`src/rtl/issue_queue_flush_return_sequencer.sv`:
```
// Issue-queue flush return sequencer.
// After a recovery this block either holds the free list in reset for a fixed
// number of cycles (full recovery) or walks a captured flushed-entry bitmap and
// returns the flagged indices to the free list, RETURN_WIDTH per cycle
// (selective recovery). All outputs are decoded from registered state.
module issue_queue_flush_return_sequencer #(
  parameter int ENTRY_NUM         = 16,
  parameter int RETURN_WIDTH      = 2,
  parameter int FULL_RESET_CYCLES = 8,
  parameter int IDX_W             = $clog2(ENTRY_NUM)
) (
  input  logic                          clk,
  input  logic                          rst,
  input  logic                          startFull,
  input  logic                          startPartial,
  input  logic [ENTRY_NUM-1:0]          flushVector,
  output logic                          freeListReset,
  output logic [RETURN_WIDTH-1:0]       pushValid,
  output logic [RETURN_WIDTH*IDX_W-1:0] pushIndex,
  output logic                          busy,
  output logic                          done
);

  localparam int CNT_W = $clog2(FULL_RESET_CYCLES + 1);
  localparam logic [CNT_W-1:0] CNT_LAST = CNT_W'(FULL_RESET_CYCLES - 1);
  localparam logic [IDX_W-1:0] OFFSET_STEP = IDX_W'(RETURN_WIDTH);

  typedef enum logic [1:0] {
    IDLE   = 2'd0,
    FULL   = 2'd1,
    RETURN = 2'd2
  } SeqState;

  SeqState               state,     stateNext;
  logic [ENTRY_NUM-1:0]  remaining, remainingNext;
  logic [IDX_W-1:0]      offset,    offsetNext;
  logic [CNT_W-1:0]      cnt,       cntNext;
  logic                  doneReg,   doneNext;

  // Entries covered by the current return chunk, and what is left once they go.
  logic [ENTRY_NUM-1:0]  chunkMask;
  logic [ENTRY_NUM-1:0]  clearedRemaining;
  logic [ENTRY_NUM-1:0]  mergedRemaining;

  // State register; done is registered so it lands in the first IDLE cycle.
  // NOTE: sequential state uses non-blocking assignments so every register
  // samples the pre-edge values of its neighbours, regardless of block order.
  always_ff @(posedge clk or negedge rst) begin
    if (!rst) begin
      state     <= IDLE;
      remaining <= '0;
      offset    <= '0;
      cnt       <= '0;
      doneReg   <= 1'b0;
    end else begin
      state     <= stateNext;
      remaining <= remainingNext;
      offset    <= offsetNext;
      cnt       <= cntNext;
      doneReg   <= doneNext;
    end
  end

  // Chunk mask for the ports active this cycle; offset is always a multiple of
  // RETURN_WIDTH, so a chunk never straddles the wrap point.
  always_comb begin
    chunkMask = '0;
    for (int i = 0; i < RETURN_WIDTH; i++) begin
      chunkMask[offset + IDX_W'(i)] = 1'b1;
    end
    clearedRemaining = remaining & ~chunkMask;
    mergedRemaining  = startPartial ? (clearedRemaining | flushVector) : clearedRemaining;
  end

  // Next-state logic; startFull wins over everything in every state.
  // NOTE: every variable gets a default first so no path leaves one unassigned,
  // which would otherwise infer a latch.
  always_comb begin
    stateNext     = state;
    remainingNext = remaining;
    offsetNext    = offset;
    cntNext       = cnt;
    doneNext      = 1'b0;

    if (startFull) begin
      // Pending partial returns are dropped: the free-list reset restores all.
      stateNext     = FULL;
      cntNext       = '0;
      remainingNext = '0;
      offsetNext    = '0;
    end else begin
      unique case (state)
        IDLE: begin
          if (startPartial) begin
            if (flushVector != '0) begin
              remainingNext = flushVector;
              offsetNext    = '0;
              stateNext     = RETURN;
            end else begin
              // Nothing flushed: complete immediately without any push.
              doneNext = 1'b1;
            end
          end
        end

        FULL: begin
          // startPartial is ignored while the free list is held in reset.
          if (cnt == CNT_LAST) begin
            stateNext = IDLE;
            cntNext   = '0;
            doneNext  = 1'b1;
          end else begin
            cntNext = cnt + CNT_W'(1);
          end
        end

        RETURN: begin
          // Current chunk is pushed this cycle; a nested startPartial merges new
          // entries and the scan keeps going, relying on wrap-around to reach them.
          remainingNext = mergedRemaining;
          offsetNext    = offset + OFFSET_STEP;
          if (mergedRemaining == '0) begin
            stateNext = IDLE;
            doneNext  = 1'b1;
          end
        end

        default: begin
          stateNext = IDLE;
        end
      endcase
    end
  end

  // Moore output decode from registered state only.
  always_comb begin
    busy          = (state != IDLE);
    freeListReset = (state == FULL);
    done          = doneReg;
    pushValid     = '0;
    pushIndex     = '0;
    if (state == RETURN) begin
      for (int i = 0; i < RETURN_WIDTH; i++) begin
        pushValid[i]               = remaining[offset + IDX_W'(i)];
        pushIndex[i*IDX_W +: IDX_W] = offset + IDX_W'(i);
      end
    end
  end

  // Structural sanity: completion is never reported while still busy, and
  // pushes only happen during the return scan.
  doneNotBusy: assert property (@(posedge clk) disable iff (!rst) done |-> !busy);
  pushOnlyInReturn: assert property (@(posedge clk) disable iff (!rst)
                                     (pushValid != '0) |-> (state == RETURN));

endmodule

```
`config.mk`:
```
export PLATFORM = sky130hd
export DESIGN_NAME = issue_queue_flush_return_sequencer
export DESIGN_NICKNAME = d
export VERILOG_FILES = /design/src/rtl/issue_queue_flush_return_sequencer.sv
export SDC_FILE = /design/constraint.sdc
export NUM_CORES = 1
export LEC_CHECK = 0
export BUFFER_PORTS_ARGS = -buffer_cell sky130_fd_sc_hd__buf_2
export CORE_ASPECT_RATIO = 0.5
export CORE_MARGIN = 2
export CORE_UTILIZATION = 50
export DETAILED_ROUTE_END_ITERATION = 6
export HOLD_SLACK_MARGIN = 0.05
export PLACE_DENSITY = 0.83
export REMOVE_ABC_BUFFERS = 1
export SYNTH_ARGS = -nofsm -noshare
export SYNTH_HDL_FRONTEND = slang
export SYNTH_SLANG_ARGS = --single-unit
```
`constraint.sdc`:
```
create_clock -name clk -period 5.25 [get_ports clk]
set_clock_uncertainty 0.05 [all_clocks]
set_input_delay 0.7875 -clock clk [delete_from_list [all_inputs] [get_ports clk]]
set_output_delay 0.7875 -clock clk [all_outputs]
set_load 0.1 [all_outputs]
```
# Yosys cells after proc, flatten, opt, wreduce, memory -nomap -nowiden
# Cells that the tools add are included.
# totals
out_inout_bits,13
word_cells,67
inputBits,20
register_bits,27
# op_classes
reduce_logical,10
n_eq_ne,7
magnitude_cmp,4
muxes,34
bitwise_logic,4
addsub,3
# op_table
op,count
$mux W16,4
$or A16 B16 Y16,2
$pmux W16 S2,1
$mux W4,6
$and A16 B16 Y16,1
$logic_not A16 Y1,1
$not A16 Y16,1
$reduce_bool A16 Y1,1
$mux W2,6
$lt A4 B5 Y1 const B,2
$mux W1,9
$ne A3 B3 Y1 const B,3
$add A4 B1 Y4 const B,2
$bmux W1 S4,2
$demux W1 S4,2
$ge A4 B1 Y1 const B,2
$mux W8,1
$pmux W4 S2,1
$pmux W2 S3,1
$add A4 B2 Y4 const B,1
$eq A4 B3 Y1 const B,1
$reduce_and A4 Y1,1
$reduce_bool A2 Y1,2
$ne A3 B2 Y1 const B,1
other kinds (7),8

# Longest topological paths before layout
# Gate-level depths: netlist (run 1).
# logic_depth
ltp_word,14
depth_mapped,7
depth_no_buf,7

# Worst setup path after synthesis (run 1)
# No wires, ideal clock.
# synth_path
path_kind,flip-flop to output port
startpoint,register state[0]
endpoint,output pushIndex[6]
t_required_ps,4413
n_path_buf,1
path_slack_ps,1728
path_stages_with_launch,6
t_arrival_ps,2684
cell_sequence,dfrtp_1 -> inv_1 -> nand2_2 -> inv_1 -> and2_1 -> buf_4
# synth_between
elab_chain_cells,2
# synth_lines
item,line_no,source
from (decl),34,"SeqState state, stateNext;"
from (signal assigned),56,state <= stateNext;
$eq A2 B2 Y1,142,if (state == RETURN) begin
$mux W8,142,
to (decl),19,"output logic [RETURN_WIDTH*IDX_W-1:0] pushIndex,"
# Every way passes these cells.

# Final worst setup path (run 1)
# Same ends and word-level chain as after synthesis.

==> results of run 1 <==
-- sequential cells by signal (all words and copies together), names as in the netlist --
register and flops:
done 1, state 2, offset 3, cnt 4, remaining 16
-- cells in the mapped netlist (all sizes together), types with 2 or more instances --
cell type	count
inv	3
mux2i	2
mux4	4
a21o	2
clkbuf	5
a21oi	21
o21ai	19
nand4	6
nor4	5
nand3b	3
buf	9
or3	3
dfrtp	26
or3b	3
ha	2
a22oi	16
and2	5
nand2	25
nor2	23
nand2b	2
-- report_power, final --
part | internal (mW) | total, mW | leakage (nW) | switching [mW]
sequential | 0.203 | 0.206 | 0.356 | 0.00298
combinational | 0.0168 | 0.0483 | 0.431 | 0.0315
clock | 0.102 | 0.170 | 0.0357 | 0.0674
total | 0.322 | 0.424 | 0.822 | 0.102
-- how the worst max path moves through the flow --
stage                    startpoint  depth (start not counted)      endpoint  slack, ns
finish                     state[0]                          5  pushIndex[6]       2.17
global route               state[0]                          5  pushIndex[6]       2.01
global placement    flushVector[11]                          6     offset[3]       2.51
CTS                        state[0]                          5  pushIndex[6]       2.19
floorplan                  state[0]                          4  pushIndex[2]       1.26
detailed placement  flushVector[11]                          6     offset[3]       2.43
-- layout make-up --
type / instances / area, um^2 / share of cell area (%)
flip-flops and latches: 26 / 650.6 / 34.76
clock buffers: 3 / 41.29 / 2.206
clock inverters: 1 / 30.03 / 1.604
repair buffers: 31 / 155.1 / 8.289
multi-input cells: 152 / 933.4 / 49.87
inverters: 3 / 11.26 / 0.6016
well taps: 40 / 50.05 / 2.674
-- kinds of logic after synthesis --
logic type,Yosys count,synth area share [%]
adders and majority gates,2,1.505
AOI/OAI and AO/OA,62,23.55
and+or+nand+nor,80,23.70
muxes,6,6.622
other,1,0.2255
xor gates and xnor gates,1,0.5268
DFF,26,39.13
buffers and inverters,17,4.739
-- critical path, cell delays in order (launching register included) --
cell	delay (ns)
dfrtp_1	0.45
inv_1	0.15
nand2_2	0.37
inv_1	0.37
and2_1	0.19
buf_2	0.43
-- metal layers --
layer | vias up | part of all wire [%] | GRT usage [%] | wire length [um]
li1 | 751 | - | - | -
met1 | 739 | 42 | 29.09 | 1752
met2 | 80 | 46 | 38.44 | 1889
met3 | 13 | 9.4 | 6.033 | 391
met4 | 0 | 2.6 | 8.254 | 108
met5 | - | 0 | 0 | 0
==> impl_metrics.tcl, run 1 <==
set metrics [dict create \
    criticalPathCategory "reg2out" \
    rsz0062_at_grt "no" \
    vias_per_cell 6.184 \
    initial_core_util_pct 53.94 \
    most-common-layout-cells "31 x buf_2, 26 x dfrtp_1, 24 x nand2_1" \
    fin_crit_ns 3.083 \
    antenna_cells 0 \
    antenna_found_initial 0 \
    syn2layout_area_growth_pct 12.57 \
    grt_max_degree 37 \
    status "finished clean" \
    grt_pass1_wl_um 6665 \
    async_flop_share_pct 100.0 \
    htree_levels 1 \
    leakage_nw 0.8224 \
    setup_viol 0 \
    wl_um 4142 \
    dieHeight_um 44.78 \
    post_drt_wl_per_cell_um 16.18 \
    cp_max_fo 36 \
    hpwl_um 2954 \
    cts.sinks 26 \
    drv_slew 0 \
    timing.final.crit_share_pct 58.73 \
    r2r_start "state[0]" \
    worst_slew_pin_slew_ns 0.8306 \
    finalHoldViolCount 0 \
    synth_seq_cells 26 \
    final_cell_count_no_fill 256 \
    yosysUniqueCellTypes 37 \
    synth_enable_flop_cells 0 \
    nets 239 \
    cts.hold.buffers_added 0 \
    grt_pass1_vias 1428 \
    final_common_cell "buf_2" \
    holdCritPathClass "in2async" \
    dieArea_um2 3831 \
    clockBufferDepth 2 \
    fp.dieW_um 85.56 \
    yosysTopAreaCell "dfrtp_1" \
    dpl_worst_slack_ns 2.431 \
    placed_cells 252 \
    post_cts_resized 0 \
    netlist_area_um2 1663 \
    ys_seq_area_share_pct 39.13 \
    grt_use_total_pct 22.73 \
    firstDrtPassIters 4 \
    fmax_mhz 324.3 \
    post-route-drc-count 0 \
    ys_top_cells_by_area "dfrtp_1 39%, a22oi_1 6.8%, a21oi_1 6.3%" \
    antenna_left 0 \
    r2r-end "offset[3]" \
    cap_violations 0 \
    io-pin-count 33 \
    utilization_pct 60.71 \
    power_density_nw_per_um2 226.5 \
    ir_worst_vdd_mv 0.1693 \
    arrival_ns 2.25 \
    rows 14 \
    cts_tree "done" \
    fillCellCount 258 \
    dpl-instance-area_um2 1800 \
    grt-ovfl-total 0 \
    synth_ff_type "dfrtp_1" \
    cts.clk_slew.worst_paths_ns 0.09 \
    numCtsBuffers 3 \
    num_vias 1583 \
    gp_congestion 0.8942 \
    core_area_um2 3083 \
    reg2reg_depth 6 \
    cts_root_buf "clkbuf_8" \
    cts_setup_buffers 0 \
    synthCells 195 \
    finalPower_uw 424.0 \
    clkLatencyLatePin_ns 0.27 \
    portBuffers 31 \
    drive_above_1_share_pct 19.91 \
    critical_path_required_ns 4.41 \
    yosysTopAreaCellShare_pct 39.13 \
    drt_iter0_drc 110 \
    slew_headroom_pct 44.63 \
    rrSetupSlack_ns 2.66 \
    postSynthAreaPerCell_um2 8.527 \
    cp-start-kind "register" \
    hold_ws_ns 0.4535 \
    fin_tns_setup_ns 0 \
    yosysWarnings 0 \
    final_area_um2 1872 \
    worst_slack_ns 2.167 \
    end_kind "output port" \
]
(Power assumes the default switching activity.)
==> inputs of run 2 (changes only) <==
- ABC_AREA: not set -> 1
- PLACE_DENSITY: 0.83 -> 0.82
- clock period: 5.25 -> 3.1 ns (I/O delays scaled with it)
==> run 2 against run 1 <==
  * Largest cell class unchanged
  * Combinational power rose to 4.0 times the previous value
  * Design area is 12% higher
  * Count of clock-buffer cells in the layout did not move
  * Critical endpoint is now pushValid[1]
  * Setup slack got worse by 1.7 ns
==> impl_metrics.tcl, run 2 <==
set metrics [dict create \
    cts.hold.buffers_added 0 \
    netlist_area_um2 1901 \
    p_int_uw 591.5 \
    cts.clk_slew.worst_paths_ns 0.10 \
    nets 332 \
    wl_um 4562 \
    fin_tns_setup_ns 0 \
    top_register "remaining" \
    synth_enable_flop_cells 0 \
    dpl_worst_slack_ns 0.8558 \
    synth_ff_type "dfrtp_1" \
    initial_core_util_pct 53.87 \
    ir_worst_vdd_mv 0.2143 \
    synth_seq_cells 26 \
    cap_violations 0 \
    utilization_pct 59.68 \
    cts.sinks 26 \
    r2r_start "state[0]" \
    holdCritPathClass "in2async" \
    endpoint "pushValid[1]" \
    clockBufferDepth 2 \
    switching_share_pct 31.99 \
    reg.largest.list "remaining x16, cnt x4, offset x3" \
    htree_levels 1 \
    setup_viol 0 \
    grt_max_degree 28 \
    yosysWarnings 0 \
    grt-ovfl-total 0 \
    core_area_um2 3528 \
    rsz0062_at_grt "no" \
    cts_tree "done" \
    cp_max_fo 9 \
    rrSetupSlack_ns 1.21 \
    timing.final.crit_share_pct 83.80 \
    drv_slew 0 \
    portBuffers 31 \
    io-pin-count 33 \
    worst_slew_pin_slew_ns 0.7778 \
    cts_root_buf "clkbuf_8" \
    post-route-drc-count 0 \
    yosys-top-cells-count "109 x nand2_1, 33 x inv_1, 26 x dfrtp_1, 26 x o21ai_0, 21 x nor2_1" \
    yosysTopAreaCellShare_pct 34.23 \
    yosysTopAreaCell "dfrtp_1" \
    fillCellCount 351 \
    combPwrFrac_pct 22.1 \
    slew_headroom_pct 48.02 \
    fp.dieW_um 91.19 \
    power_density_nw_per_um2 413.0 \
    crit_start "offset[2]" \
    firstDrtPassIters 4 \
    drive_above_1_share_pct 17.80 \
    grt_pass1_vias 1602 \
    worst_slack_ns 0.5023 \
    grt_use_total_pct 22.03 \
    antenna_left 0 \
    fin_crit_ns 2.598 \
    antenna_found_initial 0 \
    post_drt_wl_per_cell_um 12.67 \
    post_cts_resized 0 \
    arrival_ns 2.08 \
    gp_congestion 0.8874 \
    ys_seq_area_share_pct 34.23 \
    grt_pass1_wl_um 7458 \
    dieArea_um2 4340 \
    finalPower_uw 869.7 \
    vias_per_cell 5.183 \
    drt_iter0_drc 164 \
    final_common_cell "nand2_1" \
    critical_path_required_ns 2.58 \
    leakage_nw 1.111 \
    most-common-layout-cells "109 x nand2_1, 33 x inv_1, 31 x buf_2" \
    fmax_mhz 385.0 \
    rows 15 \
    num_vias 1866 \
    clkLatencyLatePin_ns 0.28 \
    r2r-end "offset[3]" \
    antenna_cells 0 \
    synthCells 286 \
    yosysUniqueCellTypes 32 \
    cp-start-kind "register" \
    p_seq_share_pct 44.6 \
    syn2layout_area_growth_pct 10.80 \
    async_flop_share_pct 100.0 \
    criticalPathCategory "reg2out" \
    dieHeight_um 47.60 \
    status "finished clean" \
    postSynthAreaPerCell_um2 6.645 \
    finalHoldViolCount 0 \
    netSwitchingPower_uw 278.2 \
    dpl-instance-area_um2 2034 \
    power_frac_clock_pct 33.3 \
    reg2reg_depth 5 \
    hpwl_um 3454 \
    yosysMostFrequentCell "nand2_1" \
    end_kind "output port" \
    final_area_um2 2106 \
    cts_setup_buffers 0 \
    numCtsBuffers 3 \
    ys_top_cells_by_area "dfrtp_1 34%, nand2_1 22%, o21ai_0 6.8%" \
    largest_reg_flops 16 \
]
==> run 2: power groups by stage <==
stage	Sequential [mW]	Clock (mW)	Combinational [mW]
after global routing	0.391	0.303	0.217
final	0.388	0.290	0.192
after detailed placement	0.393	0	0.191
after CTS	0.387	0.291	0.192
after global placement	0.393	0	0.188
after floorplan	0.386	0	0.136
==> run 2: critical path, cell delays in order (launching register included) <==
cell	delay, ns
dfrtp_1	0.67
clkinv_2	0.20
a21oi_1	0.15
o21ai_0	0.10
a31oi_1	0.22
buf_2	0.47
==> run 2: worst min path at each step <==
stage | from | end | cells past startpoint
2_1_floorplan | rst | cnt[0] | 0
3_3_place_gp | rst | remaining[3] | 1
3_5_place_dp | rst | remaining[3] | 1
4_1_cts | rst | offset[3] | 1
5_1_grt | rst | offset[3] | 1
6_report | rst | remaining[15] | 1
==> run 2: kinds of logic after synthesis <==
group | Yosys count | synth area share [%]
adder cells (fa/ha/maj) | 2 | 1.316
other | 1 | 0.1973
AND/OR/NAND/NOR | 154 | 35.88
buffers and inverters | 49 | 12.38
flip-flops | 26 | 34.23
AO/OA/AOI/OAI | 52 | 15.08
XOR/XNOR | 2 | 0.9218
==> run 2: per-stage QoR <==
step / hold WS, ns / instances
after floorplan: 0.1194 / 273
after global placement: 0.4437 / 356
after detailed placement: 0.4534 / 356
after CTS: 0.1493 / 360
after global routing: 0.1865 / 360
final: 0.1258 / 360
==> run 2: layout make-up <==
class,instances,area (um^2),area share (%)
flip-flops and latches,26,650.6,30.90
well taps,51,63.81,3.030
inverters,36,142.6,6.774
clock inverters,1,30.03,1.426
repair buffers,32,162.7,7.724
multi-input cells,211,1015,48.19
clock buffers,3,41.29,1.961
==> run 2: layer usage <==
| layer | part of all wire [%] | vias up | routed length (um) | track usage (%) |
|---|---|---|---|---|
| met4 | 0.44 | 0 | 20 | 3.030 |
| met3 | 5.8 | 2 | 265 | 3.937 |
| met1 | 49 | 866 | 2256 | 30.57 |
| li1 | - | 947 | - | - |
| met2 | 44 | 51 | 2020 | 38.52 |
| met5 | 0 | - | 0 | 0 |
